File: config.mk
export PLATFORM = sky130hd
export DESIGN_NAME = div_unit
export DESIGN_NICKNAME = d
export VERILOG_FILES = /design/src/rtl/div_pkg.sv /design/src/rtl/div_step.sv /design/src/rtl/div_unit.sv
export SDC_FILE = /design/constraint.sdc
export NUM_CORES = 1
export LEC_CHECK = 0
export ABC_AREA = 1
export CORE_MARGIN = 3
export CORE_UTILIZATION = 30
export DETAILED_ROUTE_END_ITERATION = 10
export MAX_ROUTING_LAYER = met4
export PLACE_DENSITY = 0.58
export SLEW_MARGIN = 20
export SYNTH_ARGS = -nofsm -noshare
export SYNTH_HDL_FRONTEND = slang
export SYNTH_SLANG_ARGS = --single-unit
File: constraint.sdc
create_clock -name clock -period 5.35 [get_ports clock]
set_input_delay 1.07 -clock clock [delete_from_list [all_inputs] [get_ports clock]]
set_output_delay 1.07 -clock clock [all_outputs]
set_load 0.01 [all_outputs]
File: src/rtl/div_pkg.sv
// Shared constants and state encoding for the sequential signed divider.
package div_pkg;

   localparam int DIV_WIDTH = 32;
   localparam int DIV_ITER  = 32;
   localparam int DIV_CNT_W = 5;

   typedef enum logic [1:0] {
      S_IDLE    = 2'b00,
      S_ITER    = 2'b01,
      S_SIGNFIX = 2'b10,
      S_DONE    = 2'b11
   } div_state_e;

endpackage

File: src/rtl/div_step.sv
// One combinational restoring-division step on unsigned magnitudes.
module div_step #(
   parameter int WIDTH = 32
) (
   input  logic [WIDTH-1:0] rem_i,
   input  logic [WIDTH-1:0] dq_i,
   input  logic [WIDTH-1:0] divisor_i,
   output logic [WIDTH-1:0] rem_o,
   output logic [WIDTH-1:0] dq_o
);

   logic [WIDTH:0] shifted;
   logic [WIDTH:0] diff;
   logic           ge;

   // One extra bit keeps the compare exact when the divisor is >= 2^(WIDTH-1)
   assign shifted = {rem_i, dq_i[WIDTH-1]};
   assign diff    = shifted - {1'b0, divisor_i};
   assign ge      = shifted >= {1'b0, divisor_i};
   assign rem_o   = ge ? diff[WIDTH-1:0] : shifted[WIDTH-1:0];
   assign dq_o    = {dq_i[WIDTH-2:0], ge};

endmodule

File: src/rtl/div_unit.sv
// Sequential signed divider: LO=quotient, HI=remainder, DivZero on B==0.
// Define DIV_DIVU_EN to add the DivUnsigned input for unsigned division.
module div_unit
   import div_pkg::*;
#(
   parameter int WIDTH = DIV_WIDTH,
   parameter int ITER  = DIV_ITER
) (
   input  logic             clock,
   input  logic             reset,
   input  logic             DivCtrl,
`ifdef DIV_DIVU_EN
   input  logic             DivUnsigned,
`endif
   input  logic [WIDTH-1:0] A,
   input  logic [WIDTH-1:0] B,
   output logic [WIDTH-1:0] HI,
   output logic [WIDTH-1:0] LO,
   output logic             DivBusy,
   output logic             DivDone,
   output logic             DivZero
);

   div_state_e             state_q;
   logic [DIV_CNT_W-1:0]   cnt_q;
   logic [WIDTH-1:0]       rem_q, dq_q, dvs_q, hi_q, lo_q;
   logic [WIDTH-1:0]       rem_d, dq_d;
   logic                   sa_q, sb_q, zero_q;
   logic                   busy_q, done_q, dz_q;
   logic                   uns;
   logic                   neg_a, neg_b;

`ifdef DIV_DIVU_EN
   assign uns = DivUnsigned;
`else
   assign uns = 1'b0;
`endif

   assign neg_a = A[WIDTH-1] & ~uns;
   assign neg_b = B[WIDTH-1] & ~uns;

   div_step #(.WIDTH(WIDTH)) u_step (
      .rem_i     (rem_q),
      .dq_i      (dq_q),
      .divisor_i (dvs_q),
      .rem_o     (rem_d),
      .dq_o      (dq_d)
   );

   always_ff @(posedge clock or negedge reset) begin
      if (!reset) begin
         state_q <= S_IDLE;
         cnt_q   <= '0;
         rem_q   <= '0;
         dq_q    <= '0;
         dvs_q   <= '0;
         hi_q    <= '0;
         lo_q    <= '0;
         sa_q    <= 1'b0;
         sb_q    <= 1'b0;
         zero_q  <= 1'b0;
         busy_q  <= 1'b0;
         done_q  <= 1'b0;
         dz_q    <= 1'b0;
      end else begin
         case (state_q)
            S_IDLE: begin
               done_q <= 1'b0;
               dz_q   <= 1'b0;
               if (DivCtrl) begin
                  sa_q    <= neg_a;
                  sb_q    <= neg_b;
                  dq_q    <= neg_a ? -A : A;
                  dvs_q   <= neg_b ? -B : B;
                  rem_q   <= '0;
                  cnt_q   <= DIV_CNT_W'(ITER - 1);
                  busy_q  <= 1'b1;
                  zero_q  <= (B == '0);
                  state_q <= (B == '0) ? S_DONE : S_ITER;
               end
            end
            S_ITER: begin
               rem_q <= rem_d;
               dq_q  <= dq_d;
               cnt_q <= cnt_q - 1'b1;
               if (cnt_q == '0) state_q <= S_SIGNFIX;
            end
            S_SIGNFIX: begin
               // Truncating semantics: remainder takes the dividend's sign
               lo_q    <= (sa_q ^ sb_q) ? -dq_q : dq_q;
               hi_q    <= sa_q ? -rem_q : rem_q;
               state_q <= S_DONE;
            end
            S_DONE: begin
               done_q  <= 1'b1;
               dz_q    <= zero_q;
               busy_q  <= 1'b0;
               state_q <= S_IDLE;
            end
            default: state_q <= S_IDLE;
         endcase
      end
   end

   assign HI      = hi_q;
   assign LO      = lo_q;
   assign DivBusy = busy_q;
   assign DivDone = done_q;
   assign DivZero = dz_q;

endmodule

# Yosys cells after proc, flatten, opt, wreduce, memory -nomap -nowiden
# Cells that the tools add are included.
[classes]
bitwise_logic = 1
n_mul = 0
magnitude_cmp = 1
mux = 19
eq_ne = 5
add_sub_neg = 6
reduce_logical = 9
n_div = 0
shift = 0
[op_table]
columns = ["operator", "count"]
rows = [
  ["32-bit 2-to-1 mux", 7],
  ["32-bit negation", 4],
  ["32-bit one-hot mux with 2 select lines", 2],
  ["33-bit by 32-bit >= comparator with 1-bit output", 1],
  ["32-bit zero test", 1],
  ["32-bit subtractor", 1],
  ["5-bit one-hot mux with 2 select lines", 1],
  ["2-bit one-hot mux with 4 select lines", 1],
  ["2-bit AND reduction", 4],
  ["2-bit 2-to-1 mux", 3],
  ["1-bit one-hot mux with 2 select lines", 3],
  ["5-bit zero test", 1],
  ["5-bit 2-to-1 mux", 1],
  ["5-bit by 1-bit subtractor with 5-bit output (second input constant)", 1],
  ["2-bit == test (second input constant)", 2],
  ["2-bit inequality test (second input constant)", 2],
  ["2-bit nonzero test", 2],
  ["2-bit by 1-bit == test with 1-bit output (second input constant)", 1],
  ["2-bit zero test", 1],
  ["1-bit 2-to-1 mux", 1],
  ["1-bit bitwise XOR", 1],
]
[word_totals]
reg_bits = 173
rom_bits = 0
latch_bits = 0
elab_cells = 54
input_bits = 67
memories = 0
ramBits = 0
out_inout_bits = 67

# Depth between registers and ports, before layout
# Gate-level depths: netlist (run 1).
[depth]
ltp_word = 4
mapped_depth = 17
ltp_nobuf = 16

# Hierarchy
# From an unflattened synthesis (run 1), not the netlist that was laid out.
[unflattened]
hier_cells = 2142
area_unflattened_um2 = 13649.3
[modules_own_cells]
columns = ["module", "cells_each", "seq_area_each_um2", "n_inst", "area_per_inst_um2"]
rows = [
  ["div_unit", 1458, 4329.2, 1, 10226.1],
  ["div_step", 684, 0.0, 1, 3423.3],
]

# Least setup slack after synthesis (run 1)
# Ideal clock, no wire load.
[synth_path]
path_kind = "input to register"
startpoint = "input port B[0]"
endpoint = "register dvs_q[30]"
path_buffers = 0
stages = 11
setup_slack_ps = 2918
t_arrival_ps = 2304
cell_sequence = "inv_1 ha_1 inv_1 nor3_1 nand2_1 nor2_1 nand2_1 o21ai_2 nand4_1 nand3_1 o21ai_1"
[synth_between]
elab_chain_cells = 2
[synth_lines]
columns = ["element", "line", "rtl"]
rows = [
  ["start, declared", "div_unit.sv:16", "input logic [WIDTH-1:0] B,"],
  ["32-bit negation", "div_unit.sv:74", "dvs_q <= neg_b ? -B : B;"],
  ["32-bit 2-to-1 mux", "div_unit.sv:74", ""],
  ["end signal, assigned", "div_unit.sv:74", ""],
  ["end, declared", "div_unit.sv:26", "logic [WIDTH-1:0] rem_q, dq_q, dvs_q, hi_q, lo_q;"],
]
# No other way between the ends.
# A chain may end at the register's enable or synchronous reset.

# Final worst setup path (run 1)
[layout_path]
startpoint = "register state_q[1]"
endpoint = "register cnt_q[4]"
[layout_between]
elab_chain_cells = 3
[layout_lines]
columns = ["element", "line", "rtl"]
rows = [
  ["start, declared", "div_unit.sv:24", "div_state_e state_q;"],
  ["start signal, assigned", "div_unit.sv:79", "state_q <= (B == '0) ? S_DONE : S_ITER;"],
  ["2-bit by 1-bit == test with 1-bit output / 2-bit zero test (equally long branches)", "div_unit.sv:66", "case (state_q)"],
  ["2-bit nonzero test (no source line) / 2-bit inequality test (equally long branches)", "--", ""],
  ["2-bit AND reduction (no source line)", "--", ""],
  ["end signal, assigned", "div_unit.sv:76", "cnt_q <= DIV_CNT_W'(ITER - 1);"],
  ["end signal, assigned", "div_unit.sv:85", "cnt_q <= cnt_q - 1'b1;"],
  ["end, declared", "div_unit.sv:25", "logic [DIV_CNT_W-1:0] cnt_q;"],
]
# Parallel ways exist; a longest one is shown, timed or not.

==> impl_metrics.env, run 1 <==
export IMPL_drc=0
export IMPL_rows=76
export IMPL_cp_data_required_time_ps=5670
export IMPL_avgSynthCellArea_um2=6.36
export IMPL_worstRegToRegCells=10
export IMPL_grt_pass1_vias=13100
export IMPL_drtIter0Drc=1013
export IMPL_grt_max_degree=99
export IMPL_period_share_pct=62.3
export IMPL_final_max_slew_viol_count=0
export IMPL_max_freq_ghz=0.300
export IMPL_clk_latency_ps=450
export IMPL_arrival_ps=3660
export IMPL_nets=2306
export IMPL_hold_depth=2
export IMPL_cts_sinks=173
export IMPL_cts_root_buf="clkbuf_16"
export IMPL_die_height_um=217
export IMPL_post_place_cells=2762
export IMPL_final_cells=2793
export IMPL_area_growth_pct=18.5
export IMPL_ys_ff_latch=173
export IMPL_period_minus_slack_ps=3330
export IMPL_setup_viol=0
export IMPL_die_width_um=217
export IMPL_yosysTopAreaCell="dfrtp_1"
export IMPL_grt_overflow=0
export IMPL_worstSetupEndpointType="register"
export IMPL_clkTransAtPathRegs_ps=70
export IMPL_cellPowerDensity_nw_per_um2=699
export IMPL_synthCells=2097
export IMPL_place_congestion=0.937
export IMPL_drive_above_1_share_pct=3.35
export IMPL_cts_setup_buffers=0
export IMPL_cap_violations=0
export IMPL_track_usage_pct=19.8
export IMPL_pin_count=134
export IMPL_finalClockSkew_ps=13.8
export IMPL_clk_path_buf_depth=2
export IMPL_synth_most_common_cell="nand2_1"
export IMPL_initial_core_util_pct=30.7
export IMPL_synth_distinct_cells=44
export IMPL_antenna_found_initial=0
export IMPL_rsz0062_at_grt="no"
export IMPL_n_antenna_cell=0
export IMPL_post_cts_resized=0
export IMPL_synth_top_flop_cell="dfrtp_1"
export IMPL_p_leak_nw=7.91
export IMPL_crit_fanout=55
export IMPL_hpwl_mm=35.7
export IMPL_vias_per_cell=4.85
export IMPL_cts_tree="done"
export IMPL_synth_area_um2=13300
export IMPL_synth_commonest_cells="657 x nand2_1, 307 x inv_1, 226 x nand3_1, 197 x nor2_1, 173 x dfrtp_1"
export IMPL_slew_headroom_pct=41.7
export IMPL_dieArea_um2=47000
export IMPL_worst_pin_slew_ps=875
export IMPL_cts_buffers=17
export IMPL_hold_viol_final=0
export IMPL_first_pass_iters=7
export IMPL_ir_drop_v=0.000333
export IMPL_synth_edf_count=0
export IMPL_cts_hold_buf=0
export IMPL_postRouteAntennaNets=0
export IMPL_vias=13500
export IMPL_grt_pass1_wl_mm=71.9
export IMPL_synth_nets=2207
export IMPL_routedWlPerCell_um=16.1
export IMPL_tns_ps=0
export IMPL_place_port_buffers=133
export IMPL_cts_htree_levels=4
export IMPL_holdCritPathClass="reg2reg"
export IMPL_async_flop_share_pct=100
export IMPL_synth_seq_area_share_pct=32.5
export IMPL_floorplan_core_area_um2=43500
export IMPL_wl_mm=45.0
export IMPL_synth_top_area_share_pct=32.5
export IMPL_synth_area_top_cells="dfrtp_1 32%, nand2_1 18%, inv_1 8.6%, nand3_1 8.5%, nor2_1 5.5%"
export IMPL_yosysWarnings=0
export IMPL_critPathLaunchType="register"
export IMPL_crit_type="reg2reg"
export IMPL_status="finished, final reports clean"
==> final cells by class <==
class,instances,area [um^2]
clock buffers,18,439
clock inverters,13,143
fillers,4804,27700
inverters,310,1160
multi-input cells,1550,7560
flip-flops and latches,173,4330
well taps,585,732
repair buffers,144,1430
==> sequential cells by signal, indices dropped and copies added (netlist names) <==
| register | flops |
|---|---|
| dvs_q | 32 |
| rem_q | 32 |
| zero_q | 1 |
| LO | 32 |
| DivBusy | 1 |
| cnt_q | 5 |
| state_q | 2 |
| sa_q | 1 |
| DivZero | 1 |
| sb_q | 1 |
| DivDone | 1 |
| dq_q | 32 |
| HI | 32 |
==> where the power goes <==
group / switching [mW] / internal, mW
combinational: 4.66 / 2.53
clock: 0.609 / 0.673
sequential: 0.615 / 1.96
==> worst max-delay path: stages, from the launching register on <==
cell and delay [ps]:
dfrtp_1 440, inv_1 100, ha_1 190, buf_4 380, inv_2 380, o21ai_2 280, clkinv_2 680, nor3_1 510
nand2_1 100, nand2_1 70, nand3_1 60
==> kinds of logic (layout without fill, tap and decap cells) <==
family	count (synthesis)	after routing	synth area share [%]
flip-flops	173	173	32.5
buffers and inverters	374	485	10.9
AND/OR/NAND/NOR	1170	1170	37.0
AO/OA/AOI/OAI	263	263	10.7
XOR/XNOR	74	74	4.86
adder cells (fa/ha/maj)	43	43	4.09
==> through the flow <==
stage	power (mW)	util, %	instance area (um^2)	hold WS [ps]	setup WS [ps]
2_1_floorplan	7.40	-	13300	449	2920
5_1_grt	12.2	36.3	15800	510	1710
3_5_place_dp	9.75	35.0	15200	469	1940
3_3_place_gp	9.68	35.0	15200	463	1910
6_report	11.0	36.3	15800	482	2020
4_1_cts	11.1	36.3	15800	488	2340
==> path summary, 6_finish.rpt <==
kind | startpoint | endpoint | slack, ps
worst max-delay path | state_q[1] | cnt_q[4] | 2020
worst min-delay path | LO[13] | LO[13] | 480
worst max register to register | state_q[1] | cnt_q[4] | 2020
worst min register to register | LO[13] | LO[13] | 480
max in group asynchronous | reset | dvs_q[27] | 3670
min in group asynchronous | reset | LO[7] | 630
==> layer usage <==
layer,track usage (%),share of wire [%],vias up
li1,-,-,6865
met1,26.2,47,6265
met2,32.0,46,363
met3,2.61,5.0,54
met4,5.60,2.1,0
met5,-,0,-
==> cells in the final DEF, fill, tap and decap left out, drive strengths merged, types with 2 or more instances in the layout <==
cell type and instances:
xor2 53, o211ai 11, nor4 5, o31ai 3, clkbuf 18, and2 2
nand4 30, o21bai 3, or2 7, inv 317, nand3b 7, xnor2 21
nor3 27, clkinv 5, ha 42, o21ai 159, o21a 2, dfrtp 173
nor2 202, a31oi 20, buf 12, a22oi 2, a21oi 60, nand2 663
clkdlybuf4s50 132, nand3 227
(Power assumes the default switching activity.)
==> inputs of run 2 (changes only) <==
Clock period 5.35 ns to 3.4 ns, I/O delays scaled along.
==> run 2 against run 1 <==
Compared with the run above: power increased by 57%; fmax up 28%; die area is the same; first-iteration DRC count is 2.6% higher; sequential power is 57% higher; cell count is 0.43% higher; via count is 0.47% higher; sequential share of layout area decreased by 0.12 points; cell area is 0.43% higher; global-route usage about the same; critical path depth grew 2.
==> impl_metrics.env, run 2 (synthesis gave the netlist of run 1 again) <==
export IMPL_die_height_um=217
export IMPL_cts_setup_buffers=0
export IMPL_r2r_start="rem_q[24]"
export IMPL_use_met1_pct=26.5
export IMPL_floorplan_core_area_um2=43500
export IMPL_p_total_mw=17.4
export IMPL_rrSetupSlack_ps=790
export IMPL_wl_mm=45.1
export IMPL_arrival_ps=2910
export IMPL_area_growth_pct=19.0
export IMPL_worst_pin_slew_ps=714
export IMPL_cts_htree_levels=4
export IMPL_die_width_um=217
export IMPL_drive_above_1_share_pct=3.87
export IMPL_grt_pass1_vias=13200
export IMPL_holdCritPathClass="in2async"
export IMPL_crit_type="reg2reg"
export IMPL_worstRegToRegCells=12
export IMPL_multi_input_area_um2=7550
export IMPL_ir_drop_v=0.000647
export IMPL_crit_cells=12
export IMPL_crit_fanout=17
export IMPL_hold_viol_final=0
export IMPL_tns_ps=0
export IMPL_finalClockSkew_ps=14.1
export IMPL_cap_violations=0
export IMPL_place_congestion=0.924
export IMPL_drtIter0Drc=1039
export IMPL_cts_hold_buf=0
export IMPL_hpwl_mm=36.0
export IMPL_busiest_layer="met2"
export IMPL_setup_viol=0
export IMPL_critPathTopFamily="simple AND/OR/NAND/NOR gates"
export IMPL_dieArea_um2=47000
export IMPL_routedWlPerCell_um=16.1
export IMPL_seq_area_um2=4330
export IMPL_cellPowerDensity_nw_per_um2=1090
export IMPL_final_common_cell="nand2_1"
export IMPL_slew_headroom_pct=52.4
export IMPL_cts_buffers=17
export IMPL_path_buf_inv=2
export IMPL_finalCoreUtilization_pct=36.5
export IMPL_p_leak_nw=7.95
export IMPL_status="finished, final reports clean"
export IMPL_cts_tree="done"
export IMPL_clkTransAtPathRegs_ps=70
export IMPL_rows=76
export IMPL_grt_pass1_wl_mm=72.2
export IMPL_final_max_slew_viol_count=0
export IMPL_initial_core_util_pct=30.7
export IMPL_clk_path_buf_depth=2
export IMPL_fillers=4743
export IMPL_nets=2318
export IMPL_whs_ps=220
export IMPL_timing_rr_end="rem_q[2]"
export IMPL_post_place_cells=2774
export IMPL_clk_latency_ps=450
export IMPL_slowest_stage="dfrtp_1"
export IMPL_final_cells=2805
export IMPL_post_place_ws_ps=585
export IMPL_cts_sinks=173
export IMPL_max_freq_ghz=0.384
export IMPL_antenna_found_initial=0
export IMPL_critPathLaunchType="register"
export IMPL_track_usage_pct=19.8
export IMPL_grt_overflow=0
export IMPL_n_antenna_cell=0
export IMPL_vias_per_cell=4.85
export IMPL_max_stage_delay_ps=530
export IMPL_place_port_buffers=133
export IMPL_place_area_um2=15300
export IMPL_first_pass_iters=6
export IMPL_drc=0
export IMPL_period_minus_slack_ps=2610
export IMPL_crit_start="rem_q[24]"
export IMPL_post_cts_resized=0
export IMPL_final_cell_mix="657 x nand2_1, 306 x inv_1, 226 x nand3_1"
export IMPL_fin_area_um2=15900
export IMPL_rsz0062_at_grt="no"
export IMPL_cp_data_required_time_ps=3710
export IMPL_setup_ws_ps=793
export IMPL_grt_max_degree=75
export IMPL_cts_root_buf="clkbuf_16"
export IMPL_path_cells="ha_1 > nand2_1 > inv_1 > nand2_1 > nor3_1 > nand2_1 > nand2_1 > nor2_4 > buf_4 > nand3_1 > nand3_1 > o21ai_0"
export IMPL_critPathMostFrequentCell="nand2_1"
export IMPL_worstSetupEndpointType="register"
export IMPL_global_route_usage_met2_pct=31.9
export IMPL_vias=13600
export IMPL_period_share_pct=76.7
export IMPL_pin_count=134
export IMPL_met3_usage_pct=2.40
export IMPL_postRouteAntennaNets=0
run 2: cell type report:
| class | instances | area share, % |
|---|---|---|
| Timing Repair Buffer | 156 | 9.57 |
| Multi-Input combinational cell | 1550 | 47.6 |
| Clock inverter | 13 | 0.812 |
| Clock buffer | 18 | 2.77 |
| Tap cell | 585 | 4.61 |
| Inverter | 310 | 7.35 |
| Sequential cell | 173 | 27.3 |
run 2: worst register-to-register path: stages, from the launching register on:
cell and delay, ps:
dfrtp_1 530, ha_1 470, nand2_1 130, inv_1 60, nand2_1 190, nor3_1 70, nand2_1 70, nand2_1 80
nor2_4 260, buf_4 290, nand3_1 120, nand3_1 100, o21ai_0 80
run 2: power by group:
group	total, mW	internal, mW	switching [mW]
logic	11.3	4.02	7.31
clock network	1.98	1.04	0.935
registers	4.05	3.09	0.957
total	17.4	8.15	9.20
run 2: worst max-delay path by stage:
stage | end | slack [ps]
3_3_place_gp | zero_q | 640
4_1_cts | rem_q[2] | 800
2_1_floorplan | dvs_q[30] | 1360
5_1_grt | rem_q[6] | 630
3_5_place_dp | zero_q | 580
6_report | rem_q[2] | 790
run 2: routing by layer:
metal	part of all wire [%]	vias up
met1	48	6302
met3	4.1	57
met5	0	-
met2	46	347
met4	2.3	0
li1	-	6904
